File: config.mk
export PLATFORM = sky130hd
export DESIGN_NAME = counter_share_arbiter
export DESIGN_NICKNAME = d
export VERILOG_FILES = /design/src/rtl/counter_share_arbiter_pkg.sv /design/src/rtl/load_down_counter.sv /design/src/rtl/counter_share_arbiter.sv
export SDC_FILE = /design/constraint.sdc
export NUM_CORES = 1
export LEC_CHECK = 0
export CELL_PAD_IN_SITES_DETAIL_PLACEMENT = 0
export CELL_PAD_IN_SITES_GLOBAL_PLACEMENT = 2
export CORE_MARGIN = 1
export CORE_UTILIZATION = 25
export CTS_CLUSTER_SIZE = 20
export DETAILED_ROUTE_END_ITERATION = 8
export PLACE_DENSITY_LB_ADDON = 0.1
export SETUP_SLACK_MARGIN = 0.2
export SKIP_LAST_GASP = 1
export SLEW_MARGIN = 10
export SYNTH_ARGS = -nofsm -noshare
export SYNTH_HDL_FRONTEND = slang
export SYNTH_SLANG_ARGS = --single-unit
File: constraint.sdc
create_clock -name clk -period 2.86 [get_ports clk]
set_input_delay 0.429 -clock clk [delete_from_list [all_inputs] [get_ports clk]]
set_output_delay 0.429 -clock clk [all_outputs]
set_load 0.02 [all_outputs]
File: src/rtl/counter_share_arbiter_pkg.sv
// -----------------------------------------------------------------------------
// counter_share_arbiter_pkg
// Shared definitions for the counter-sharing arbiter and its counter datapath.
//   state_e    : sequencer state encoding (IDLE, RUN, DONE)
//   *_RST      : values the sequencer registers take under reset
//   rr_next()  : advances a round-robin pointer by one, wrapping at n
// -----------------------------------------------------------------------------
package counter_share_arbiter_pkg;

  typedef enum logic [1:0] {
    IDLE = 2'b00,
    RUN  = 2'b01,
    DONE = 2'b10
  } state_e;

  localparam state_e STATE_RST = IDLE;
  localparam int     RR_RST    = 0;
  localparam int     OWNER_RST = 0;

  // Step the pointer past the given index, wrapping n-1 back to 0.
  function automatic int rr_next(input int ptr, input int n);
    if (ptr + 1 >= n) begin
      return 0;
    end
    return ptr + 1;
  endfunction

endpackage

File: src/rtl/load_down_counter.sv
// -----------------------------------------------------------------------------
// load_down_counter
// Loadable binary down-counter that saturates at zero.
// Ports:
//   clk      : clock, rising edge
//   res      : synchronous active-high reset, clears the count
//   load     : load load_val on the next edge (beats dec)
//   load_val : value to load
//   dec      : decrement on the next edge when the count is non-zero
//   cnt      : current count
//   zero     : high while the count is zero
// -----------------------------------------------------------------------------
module load_down_counter
  import counter_share_arbiter_pkg::*;
#(
  parameter int W = 8
) (
  input  logic         clk,
  input  logic         res,
  input  logic         load,
  input  logic [W-1:0] load_val,
  input  logic         dec,
  output logic [W-1:0] cnt,
  output logic         zero
);

  logic [W-1:0] cnt_q;
  logic [W-1:0] cnt_d;

  // Next count: a load overrides everything, and a decrement is refused at
  // zero so the count can never wrap to all ones.
  always_comb begin
    cnt_d = cnt_q;
    if (load) begin
      cnt_d = load_val;
    end else if (dec && (cnt_q != '0)) begin
      cnt_d = cnt_q - 1'b1;
    end
  end

  // Count register, cleared by the synchronous reset.
  always_ff @(posedge clk) begin
    if (res) begin
      cnt_q <= '0;
    end else begin
      cnt_q <= cnt_d;
    end
  end

  assign cnt  = cnt_q;
  assign zero = (cnt_q == '0);

endmodule

File: src/rtl/counter_share_arbiter.sv
// -----------------------------------------------------------------------------
// counter_share_arbiter
// Shares one interval down-counter among N requesters using round-robin
// arbitration. The winner's length is loaded, counted down to zero and a
// one-cycle done pulse reports which requester finished. Dropping a request
// while it owns the counter aborts the interval without a done pulse.
// Ports:
//   clk     : clock, rising edge
//   res     : synchronous active-high reset
//   req     : per-requester request levels
//   len     : flattened interval lengths, requester i at len[i*W +: W]
//   grant   : one-hot owner indication while an interval runs
//   busy    : high in RUN or DONE
//   cnt     : current counter value (debug)
//   done    : one-cycle completion pulse
//   done_id : index of the completed requester, valid with done
// -----------------------------------------------------------------------------
module counter_share_arbiter
  import counter_share_arbiter_pkg::*;
#(
  parameter int N   = 4,
  parameter int W   = 8,
  parameter int IDW = $clog2(N)
) (
  input  logic           clk,
  input  logic           res,
  input  logic [N-1:0]   req,
  input  logic [N*W-1:0] len,
  output logic [N-1:0]   grant,
  output logic           busy,
  output logic [W-1:0]   cnt,
  output logic           done,
  output logic [IDW-1:0] done_id
);

  localparam logic [N-1:0] GRANT_ONE = {{(N-1){1'b0}}, 1'b1};

  state_e         state_q;
  logic [IDW-1:0] owner_q;
  logic [IDW-1:0] rrPtr_q;
  logic [N-1:0]   grant_q;
  logic           done_q;
  logic [IDW-1:0] doneId_q;

  logic           winnerValid;
  logic [IDW-1:0] winnerIdx;
  logic [W-1:0]   loadVal;
  logic           cntLoad;
  logic           cntDec;
  logic           cntZero;
  logic [W-1:0]   cntVal;

  // Round-robin pick: scan upward from the pointer, wrapping at N, and take
  // the first requester that is asking.
  always_comb begin
    int j;
    logic [IDW-1:0] cand;
    winnerValid = 1'b0;
    winnerIdx   = '0;
    j           = 0;
    cand        = '0;
    for (int k = 0; k < N; k++) begin
      j = int'(rrPtr_q) + k;
      if (j >= N) begin
        j = j - N;
      end
      cand = IDW'(j);
      if (!winnerValid && req[cand]) begin
        winnerValid = 1'b1;
        winnerIdx   = cand;
      end
    end
  end

  // Select the winner's interval length with constant slices only.
  always_comb begin
    loadVal = '0;
    for (int i = 0; i < N; i++) begin
      if (IDW'(i) == winnerIdx) begin
        loadVal = len[i*W +: W];
      end
    end
  end

  // The counter loads at the grant edge and only counts while the owner
  // still requests; on an abort it simply holds its last value.
  assign cntLoad = (state_q == IDLE) && winnerValid;
  assign cntDec  = (state_q == RUN) && req[owner_q] && !cntZero;

  load_down_counter #(
    .W(W)
  ) uCounter (
    .clk      (clk),
    .res      (res),
    .load     (cntLoad),
    .load_val (loadVal),
    .dec      (cntDec),
    .cnt      (cntVal),
    .zero     (cntZero)
  );

  // Sequencer with registered outputs. In RUN the abort check comes before
  // the terminal-count check, so a request dropped on the last cycle never
  // produces a done pulse. Both exits move the pointer past the owner.
  always_ff @(posedge clk) begin
    if (res) begin
      state_q  <= STATE_RST;
      owner_q  <= IDW'(OWNER_RST);
      rrPtr_q  <= IDW'(RR_RST);
      grant_q  <= '0;
      done_q   <= 1'b0;
      doneId_q <= IDW'(OWNER_RST);
    end else begin
      done_q <= 1'b0;
      case (state_q)
        IDLE: begin
          if (winnerValid) begin
            owner_q <= winnerIdx;
            grant_q <= GRANT_ONE << winnerIdx;
            state_q <= RUN;
          end
        end
        RUN: begin
          if (!req[owner_q]) begin
            grant_q <= '0;
            rrPtr_q <= IDW'(rr_next(int'(owner_q), N));
            state_q <= IDLE;
          end else if (cntZero) begin
            grant_q  <= '0;
            done_q   <= 1'b1;
            doneId_q <= owner_q;
            rrPtr_q  <= IDW'(rr_next(int'(owner_q), N));
            state_q  <= DONE;
          end
        end
        DONE: begin
          state_q <= IDLE;
        end
        default: begin
          grant_q <= '0;
          state_q <= STATE_RST;
        end
      endcase
    end
  end

  assign grant   = grant_q;
  assign busy    = (state_q == RUN) || (state_q == DONE);
  assign cnt     = cntVal;
  assign done    = done_q;
  assign done_id = doneId_q;

endmodule
==> reports/metrics.csv, run 1 <==
metric;value;unit
netlist_instances;174;
syn_area_per_cell;8.722;um^2
crit_arrival;2.59;ns
yosysWarnings;0;
clock_sinks;21;
syn2layout_area_growth;45.18;%
clock_path_buffers;2;
final_cell_mix;53 x clkdlybuf4s50_1, 21 x dfxtp_1, 15 x nor2_1;
fmax;412.2;MHz
top_layer;met4;
drc;0;
netlist_area;0.001518;mm^2
synthSimpleGateAreaFrac;0.2490;
ios;54;
p_sw;0.4443;mW
leakagePower;0.7929;nW
drv_cap;0;
ys_seq_area_frac;0.2770;
wl_met3;205;um
pwr-share-clk;0.181;
status;finished clean;
layout-drive-gt1-share;0.1261;
tns;0;ns
io_buffer_count;53;
layout_commonest_cell;clkdlybuf4s50_1;
avgRoutedWirePerCell;15.86;um
fin_skew;0.007578;ns
path_class;in2reg;
cp-end-kind;flip-flop;
seqPwrFrac;0.335;
finalMaxSlewViolations;0;
gp_congestion;0.7638;
synth_nets;218;
synth_top_family_by_area;compound AO/OA/AOI/OAI gates;
num_antenna_cells;0;
path_clk_slew;0.08;ns
hold_buffers;0;
min_period;2.426;ns
antenna_found_initial;0;
drt_iter0_drc;60;
r2r_slack;0.51;ns
synth_xor_area_frac;0.01072;
wl;4838;um
vias_per_cell;5.213;
cts_root_buffer;clkbuf_8;
combPwrFrac;0.485;
dr_total_vias;1590;
ant_nets;0;
grt_pass1_wl;7445;um
grt_pass1_vias;1515;
dr_wl_met2;2466;um
hold_viol;0;
synth_compound_area_frac;0.2580;
post_cts_resized;0;
peakVddDrop;0.2429;mV
clk_latency;0.27;ns
nNetsFinal;275;
critPathLaunchType;input port;
tightestPinTransition;0.6661;ns
cellPowerDensity;518.0;mW/mm^2
initial_core_util;0.2579;
synth_edf_count;0;
grt_max_degree;13;
hp-class;reg2reg;
critical_path.max_fanout;12;
switching_share;0.3892;
async_reset_ff_frac;0;
finalCritPeriodShare;0.8484;
setup_viol;0;
relSlewSlack;0.5445;
grtUsageTotal;0.1554;
core_region_area;0.005886;mm^2
drt_first_pass_iters;4;
cts_inserted_buffers;3;
die-area;0.006386;mm^2
ys_seq_elements;21;
fin_util;0.3744;
overflow;0;
synthAdderAreaFrac;0.04946;
crit_required;3.03;ns
rows;28;
post_cts_buffers;0;
cts_tree;built;
drt-met1-wl;2102;um
place_hpwl;3806;um
die_width;79.92;um
ys_types;53;
p_int;0.6971;mW
htreeDepth;1;
synth_mux_area_frac;0.09398;
rsz0062_at_grt;false;
die_y;79.92;um
synth_flop_cell;dfxtp_1;
## cells in the mapped netlist, drive strengths merged (2+ instances only)
| cell | count | area [um^2] |
|---|---|---|
| buf | 8 | 51.29 |
| dfxtp | 21 | 420.4 |
| ha | 6 | 75.07 |
| nand2b | 3 | 18.77 |
| a32o | 3 | 30.03 |
| and2 | 2 | 12.52 |
| o31a | 2 | 17.52 |
| o221a | 2 | 22.52 |
| a2111oi | 13 | 125.1 |
| o22ai | 2 | 12.51 |
| a21oi | 14 | 73.82 |
| nor4 | 3 | 33.78 |
| or3 | 2 | 12.51 |
| nand4 | 2 | 12.51 |
| o21ai | 3 | 15.01 |
| nor2 | 16 | 62.56 |
| nor4b | 8 | 70.07 |
| nand3 | 6 | 30.03 |
| clkbuf | 4 | 16.26 |
| inv | 7 | 26.28 |
| nand2 | 13 | 48.80 |
| a31o | 2 | 17.52 |
| nor3 | 3 | 25.02 |
| mux2i | 12 | 120.1 |
## power by group through the flow
stage | clock, mW | combinational, mW | sequential, mW
final | 0.207 | 0.553 | 0.382
after global routing | 0.226 | 0.601 | 0.389
after CTS | 0.213 | 0.555 | 0.382
after detailed placement | 0 | 0.551 | 0.388
after global placement | 0 | 0.548 | 0.388
after floorplan | 0 | 0.313 | 0.409
## layout make-up
| type | count | area (um^2) |
|---|---|---|
| Clock buffer | 3 | 41.29 |
| Clock inverter | 1 | 5.005 |
| Fill cell | 607 | 3682 |
| Inverter | 7 | 26.28 |
| Multi-Input combinational cell | 134 | 1003 |
| Sequential cell | 21 | 420.4 |
| Tap cell | 75 | 93.84 |
| Timing Repair Buffer | 64 | 613.1 |
## per-layer routing
layer,up-vias,GRT usage
li1,783,-
met1,751,0.1813
met2,48,0.2897
met3,8,0.03086
met4,0,0.03214
met5,-,0
## critical path, cell delays in order
cell and delay, ns:
clkdlybuf4s50_1 0.56, mux4_2 0.58, o211a_1 0.35, o31a_1 0.42, a22o_1 0.24
## path summary, 6_finish.rpt
check	start	to	cells after the start
setup / recovery	req[0]	grant[3]	5
hold / removal	done_id[0]	done_id[0]	2
setup reg to reg	uCounter.cnt[0]	grant[3]	6
hold reg to reg	done_id[0]	done_id[0]	2
## state kept, by name, indices dropped and copies added (netlist names)
name and cells:
grant 4, rrPtr_q 2, owner_q 2, done_id 2, uCounter.cnt 8, done 1
state_q 2
## metrics by stage
stage / std cells / setup slack (ns) / hold slack, ns / cell area, um^2 / power, mW
final: 305 / 0.4337 / 0.4559 / 2203 / 1.141
after global routing: 305 / 0.2680 / 0.4819 / 2203 / 1.216
after CTS: 305 / 0.3830 / 0.4633 / 2203 / 1.150
after detailed placement: 301 / 0.1019 / 0.4510 / 2157 / 0.9389
after global placement: 301 / 0.1033 / 0.4462 / 2157 / 0.9361
after floorplan: 174 / 0.6836 / 0.4707 / 1518 / 0.7213
## logic make-up after synthesis
group	Yosys count
xor+xnor	1
fa+ha+maj	6
buf+inv	19
compound gates	50
simple gates	64
mux	13
flops	21
Power figures use the tool's default switching activity.
==> run 2: changes to the inputs <==
CORE_UTILIZATION = 23   (was 25)
clock period = 2.15 ns   (was 2.86 ns; I/O delays follow)
==> run 2 against run 1 <==
Final cell count grew 13%. Hold slack better by 0.013 ns. Register-to-register slack worse by 0.29 ns. Design area increased by 30%. First-iteration DRC count up 1.7%. Global-route usage grew 0.91 points. Sequential share of layout area fell by 3.7 points. Via count increased by 9.2%. Flip-flop and latch count unchanged. Die area rose by 8.5%. Clock skew is 0.0050 ns lower. Largest cell class unchanged.
==> reports/metrics.csv, run 2 (synthesized netlist as in run 1, its figures left out) <==
metric;value;unit;change
slowest_stage;or4_4;;was mux4_2
dr_wl_met2;3003;um;was 2466 um
seqPwrFrac;0.271;;was 0.335
hold_viol;0;;unchanged
num_antenna_cells;0;;unchanged
crit_arrival;2.09;ns;was 2.59 ns
cp.depth;5;;unchanged
whs_endpoint;done_id[0];;unchanged
setup_viol;0;;unchanged
htreeDepth;1;;unchanged
cts_tree;built;;unchanged
grt_pass1_wl;9094;um;was 7445 um
leakagePower;1.073;nW;was 0.7929 nW
layout-drive-gt1-share;0.4179;;was 0.1261
core_region_area;0.006350;mm^2;was 0.005886 mm^2
avgRoutedWirePerCell;16.21;um;was 15.86 um
die-area;0.006927;mm^2;was 0.006386 mm^2
place_area;0.002330;mm^2;was 0.002157 mm^2
final_cell_mix;48 x clkdlybuf4s50_1, 42 x buf_4, 14 x nor2_1, 14 x dfxtp_1;;was 53 x clkdlybuf4s50_1, 21 x dfxtp_1, 15 x nor2_1
antenna_found_initial;0;;unchanged
layout_commonest_cell;clkdlybuf4s50_1;;unchanged
critical_path.max_fanout;5;;was 12
die_y;83.23;um;was 79.92 um
largest_reg_flops;8;;unchanged
grt_max_degree;13;;unchanged
pwr-share-clk;0.142;;was 0.181
seq_area;439.2;um^2;was 420.4 um^2
gp_congestion;0.7395;;was 0.7638
path_buf_inv;0;;was 1
critPathLaunchType;flip-flop;;was input port
crit_required;2.31;ns;was 3.03 ns
fin_area;0.002858;mm^2;was 0.002203 mm^2
place_hpwl;4247;um;was 3806 um
clock_path_buffers;2;;unchanged
path_delay_family;simple AND/OR/NAND/NOR gates;;was compound AO/OA/AOI/OAI gates
cts_root_buffer;clkbuf_8;;unchanged
nNetsFinal;313;;was 275
syn2layout_area_growth;88.29;%;was 45.18%
cellPowerDensity;649.3;mW/mm^2;was 518.0 mW/mm^2
cp-end-kind;flip-flop;;unchanged
rsz0062_at_grt;true;;was false
min_period;1.928;ns;
min_path_cells;2;;unchanged
drv_cap;0;;unchanged
ios;54;;unchanged
switching_share;0.3885;;was 0.3892
post-place-ws;-0.5016;ns;was 0.1019 ns
path_clk_slew;0.08;ns;about the same
dr_total_vias;1737;;was 1590
top_layer;met4;;unchanged
vias_per_cell;5.035;;was 5.213
nFillCells;610;;was 607
drt_iter0_drc;61;;was 60
fmax;518.7;MHz;
initial_core_util;0.2390;;was 0.2579
cts_inserted_buffers;3;;unchanged
io_buffer_count;53;;unchanged
peakVddDrop;0.3063;mV;was 0.2429 mV
ff2ff_path_depth;5;;was 6
min-delay-start;done_id[0];;unchanged
r2r-end;uCounter.cnt[4];;was grant[3]
crit_chain;or4_4 > nor2_1 > o41a_1 > o31ai_2 > a211oi_1;;was clkdlybuf4s50_1 > mux4_2 > o211a_1 > o31a_1 > a22o_1
clock_sinks;21;;unchanged
r2r_slack;0.22;ns;was 0.51 ns
status;finished clean;;unchanged
multi_input_area;0.001325;mm^2;was 0.001003 mm^2
drt-met1-wl;2394;um;was 2102 um
setup_ws;0.2222;ns;was 0.4337 ns
die_width;83.23;um;was 79.92 um
ant_nets;0;;unchanged
combPwrFrac;0.587;;was 0.485
drc;0;;unchanged
grt_pass1_vias;1759;;was 1515
wl_met3;136;um;was 205 um
hp-class;reg2reg;;unchanged
p_int;1.135;mW;was 0.6971 mW
finalCritPeriodShare;0.8967;;
rows;29;;was 28
finalMaxSlewViolations;0;;unchanged
fin_skew;0.002612;ns;was 0.007578 ns
grtUsageTotal;0.1646;;was 0.1554
path_class;reg2reg;;was in2reg
clk_latency;0.26;ns;was 0.27 ns
wl;5591;um;was 4838 um
p_sw;0.7208;mW;was 0.4443 mW
critPathMaxStageDelay;0.58;ns;about the same
tightestPinTransition;0.3577;ns;was 0.6661 ns
crit-reg2reg-launch;uCounter.cnt[3];;was uCounter.cnt[0]
overflow;0;;unchanged
drt_first_pass_iters;4;;unchanged
relSlewSlack;0.7582;;was 0.5445
hold_buffers;0;;unchanged
## run 2: worst max-delay path by stage
stage / from / to / slack [ns]
floorplan: rrPtr_q[1] / uCounter.cnt[3] / 0.20
CTS: uCounter.cnt[3] / grant[2] / 0.20
detailed placement: req[0] / uCounter.cnt[5] / -0.50
finish: uCounter.cnt[3] / uCounter.cnt[4] / 0.22
global placement: req[3] / uCounter.cnt[7] / -0.53
global route: uCounter.cnt[1] / grant[2] / 0.15
## run 2: layout make-up
class	instances	area share
inverters	7	0.01007
well taps	77	0.03371
multi-input cells	134	0.4637
clock buffers	3	0.01445
repair buffers	102	0.3227
flip-flops and latches	21	0.1537
clock inverters	1	0.001751
## run 2: power by group through the flow
stage	logic [mW]	registers [mW]	clock network, mW
final	1.09	0.503	0.264
after global routing	1.17	0.510	0.295
after CTS	1.00	0.503	0.275
after detailed placement	0.817	0.516	0
after global placement	0.815	0.515	0
after floorplan	0.422	0.552	0
## run 2: per-layer routing
metal	vias to the layer above	track usage
met2	41	0.3063
met3	7	0.02783
li1	855	-
met5	-	0
met4	0	0.03918
met1	834	0.1945
## run 2: timing repair
action                                  4_1_cts  5_1_grt
gates resized for setup                      55       23
gates cloned                                  1        0
buffers inserted                              7        9
endpoints found under the setup margin       15       15
pin swaps                                     7       13
## run 2: worst min-delay path: stages, from the launching register on
cell	delay, ns
dfxtp_1	0.32
nand2_1	0.05
a21oi_1	0.05
## run 2: through the flow
stage | std cells | power [mW] | hold WS (ns) | util | setup TNS (ns)
final | 345 | 1.855 | 0.4690 | 0.4500 | 0
after global placement | 324 | 1.330 | 0.4437 | 0.3669 | -3.859
after detailed placement | 324 | 1.333 | 0.4546 | 0.3669 | -4.268
after floorplan | 174 | 0.9735 | 0.4707 | - | 0
after CTS | 336 | 1.779 | 0.4660 | 0.4221 | 0
after global routing | 345 | 1.975 | 0.5064 | 0.4500 | 0
==> run 3: changes to the inputs <==
GPL_TIMING_DRIVEN = 0   (was not set)
==> run 3 against run 2 <==
Hold slack got worse by 0.011 ns. Flip-flop and latch count did not move. Die area stayed put. Critical endpoint is now uCounter.cnt[0]. Largest cell class unchanged. Critical path depth increased by 2. Design area down 6.2%. Largest power group unchanged.
==> reports/metrics.csv, run 3 (synthesized netlist as in run 1, its figures left out) <==
metric;value;unit;change
cts_inserted_buffers;3;;unchanged
combPwrFrac;0.577;;was 0.587
tns;0;ns;unchanged
drv_cap;0;;unchanged
cellPowerDensity;677.5;mW/mm^2;was 649.3 mW/mm^2
antenna_found_initial;0;;unchanged
crit_required;2.26;ns;was 2.31 ns
nNetsFinal;295;;was 313
seqPwrFrac;0.281;;was 0.271
total_power;1.817;mW;was 1.855 mW
post-place-ws;-0.6462;ns;was -0.5016 ns
p_sw;0.7157;mW;was 0.7208 mW
layout_commonest_cell;clkdlybuf4s50_1;;unchanged
status;finished clean;;unchanged
critPathLaunchType;flip-flop;;unchanged
hold_buffers;0;;unchanged
cts_tree;built;;unchanged
fin_area;0.002681;mm^2;was 0.002858 mm^2
peakVddDrop;0.3920;mV;was 0.3063 mV
critical_path.max_fanout;8;;was 5
multi_input_area;0.001320;mm^2;was 0.001325 mm^2
dr_total_vias;1666;;was 1737
fin_skew;0.006181;ns;was 0.002612 ns
crit_arrival;2.08;ns;was 2.09 ns
vias_per_cell;5.095;;was 5.035
rsz0062_at_grt;true;;unchanged
relSlewSlack;0.5860;;was 0.7582
setup_viol;0;;unchanged
num_antenna_cells;0;;unchanged
pwr-share-clk;0.142;;about the same
nFillCells;641;;was 610
hold_viol;0;;unchanged
clock_path_buffers;2;;unchanged
path_class;reg2reg;;unchanged
min_period;1.967;ns;was 1.928 ns
core_region_area;0.006350;mm^2;unchanged
cp-end-kind;flip-flop;;unchanged
rows;29;;unchanged
grt_pass1_vias;1813;;was 1759
grt_pass1_wl;8825;um;was 9094 um
wl;5332;um;was 5591 um
initial_core_util;0.2390;;unchanged
p_int;1.101;mW;was 1.135 mW
clock_sinks;21;;unchanged
place_area;0.002117;mm^2;was 0.002330 mm^2
hold_ws;0.4578;ns;was 0.4690 ns
overflow;0;;unchanged
avgRoutedWirePerCell;16.31;um;was 16.21 um
fin_util;0.4223;;was 0.4500
setup_ws;0.1826;ns;was 0.2222 ns
stdcell_count;327;;was 345
drc;0;;unchanged
seq_area;434.2;um^2;was 439.2 um^2
die-area;0.006927;mm^2;unchanged
ant_nets;0;;unchanged
clk_latency;0.26;ns;about the same
final_cell_mix;47 x clkdlybuf4s50_1, 23 x buf_4, 14 x dfxtp_1;;was 48 x clkdlybuf4s50_1, 42 x buf_4, 14 x nor2_1, 14 x dfxtp_1
ios;54;;unchanged
grt_max_degree;13;;unchanged
largest_reg_flops;8;;unchanged
finalMaxSlewViolations;0;;unchanged
syn2layout_area_growth;76.67;%;was 88.29%
hp-class;reg2reg;;unchanged
finalCritPeriodShare;0.9151;;was 0.8967
die_width;83.23;um;unchanged
htreeDepth;1;;unchanged
drt_iter0_drc;40;;was 61
io_buffer_count;49;;was 53
drt_first_pass_iters;4;;unchanged
fmax;508.3;MHz;was 518.7 MHz
path_clk_slew;0.08;ns;about the same
gp_congestion;0.7338;;was 0.7395
dpl.cell_count;300;;was 324
tightestPinTransition;0.6124;ns;was 0.3577 ns
cts_root_buffer;clkbuf_8;;unchanged
leakagePower;0.9490;nW;was 1.073 nW
grtUsageTotal;0.1594;;was 0.1646
switching_share;0.3940;;was 0.3885
layout-drive-gt1-share;0.3600;;was 0.4179
die_y;83.23;um;unchanged
place_hpwl;3905;um;was 4247 um
[run 3: power by group through the flow]
stage | clock network (mW) | logic, mW | registers, mW
2_1_floorplan | 0 | 0.422 | 0.552
3_3_place_gp | 0 | 0.729 | 0.518
3_5_place_dp | 0 | 0.737 | 0.521
4_1_cts | 0.269 | 0.982 | 0.509
5_1_grt | 0.297 | 1.13 | 0.521
6_report | 0.258 | 1.05 | 0.511
[run 3: final timing paths]
path                    from              end  slack (ns)  cells after the start
setup / recovery  rrPtr_q[1]  uCounter.cnt[0]        0.18                      7
hold / removal    done_id[0]       done_id[0]        0.46                      2
hold reg to reg   done_id[0]       done_id[0]        0.46                      2
setup reg to reg  rrPtr_q[1]  uCounter.cnt[0]        0.18                      7
[run 3: per-layer routing]
layer  up-vias  track usage  wire [um]
li1        822            -          -
met1       803       0.1910       2315
met2        35       0.2921       2795
met3         6      0.03479        160
met4         0      0.02821         61
met5         -            0          0
[run 3: what timing repair did]
action / CTS / global route
pin swaps: 14 / 11
buffers inserted: 17 / 5
endpoints found under the setup margin: 14 / 13
endpoints found under the hold margin: 0 / 0
cloned: 1 / 0
resized for setup: 50 / 22
[run 3: layout make-up]
class                   count  share of cell area
well taps                  77             0.03593
multi-input cells         135              0.4923
flip-flops and latches     21              0.1619
clock inverters             1            0.001867
inverters                   7             0.01073
repair buffers             71              0.2450
plain buffers              12             0.03686
clock buffers               3             0.01540
[run 3: worst max-delay path, stage by stage (launching register included)]
cell and delay [ns]:
dfxtp_2 0.33, buf_6 0.11, mux2i_4 0.28, nor2_4 0.09, or3_4 0.35, buf_12 0.16
a2111oi_4 0.40, a2111oi_4 0.10
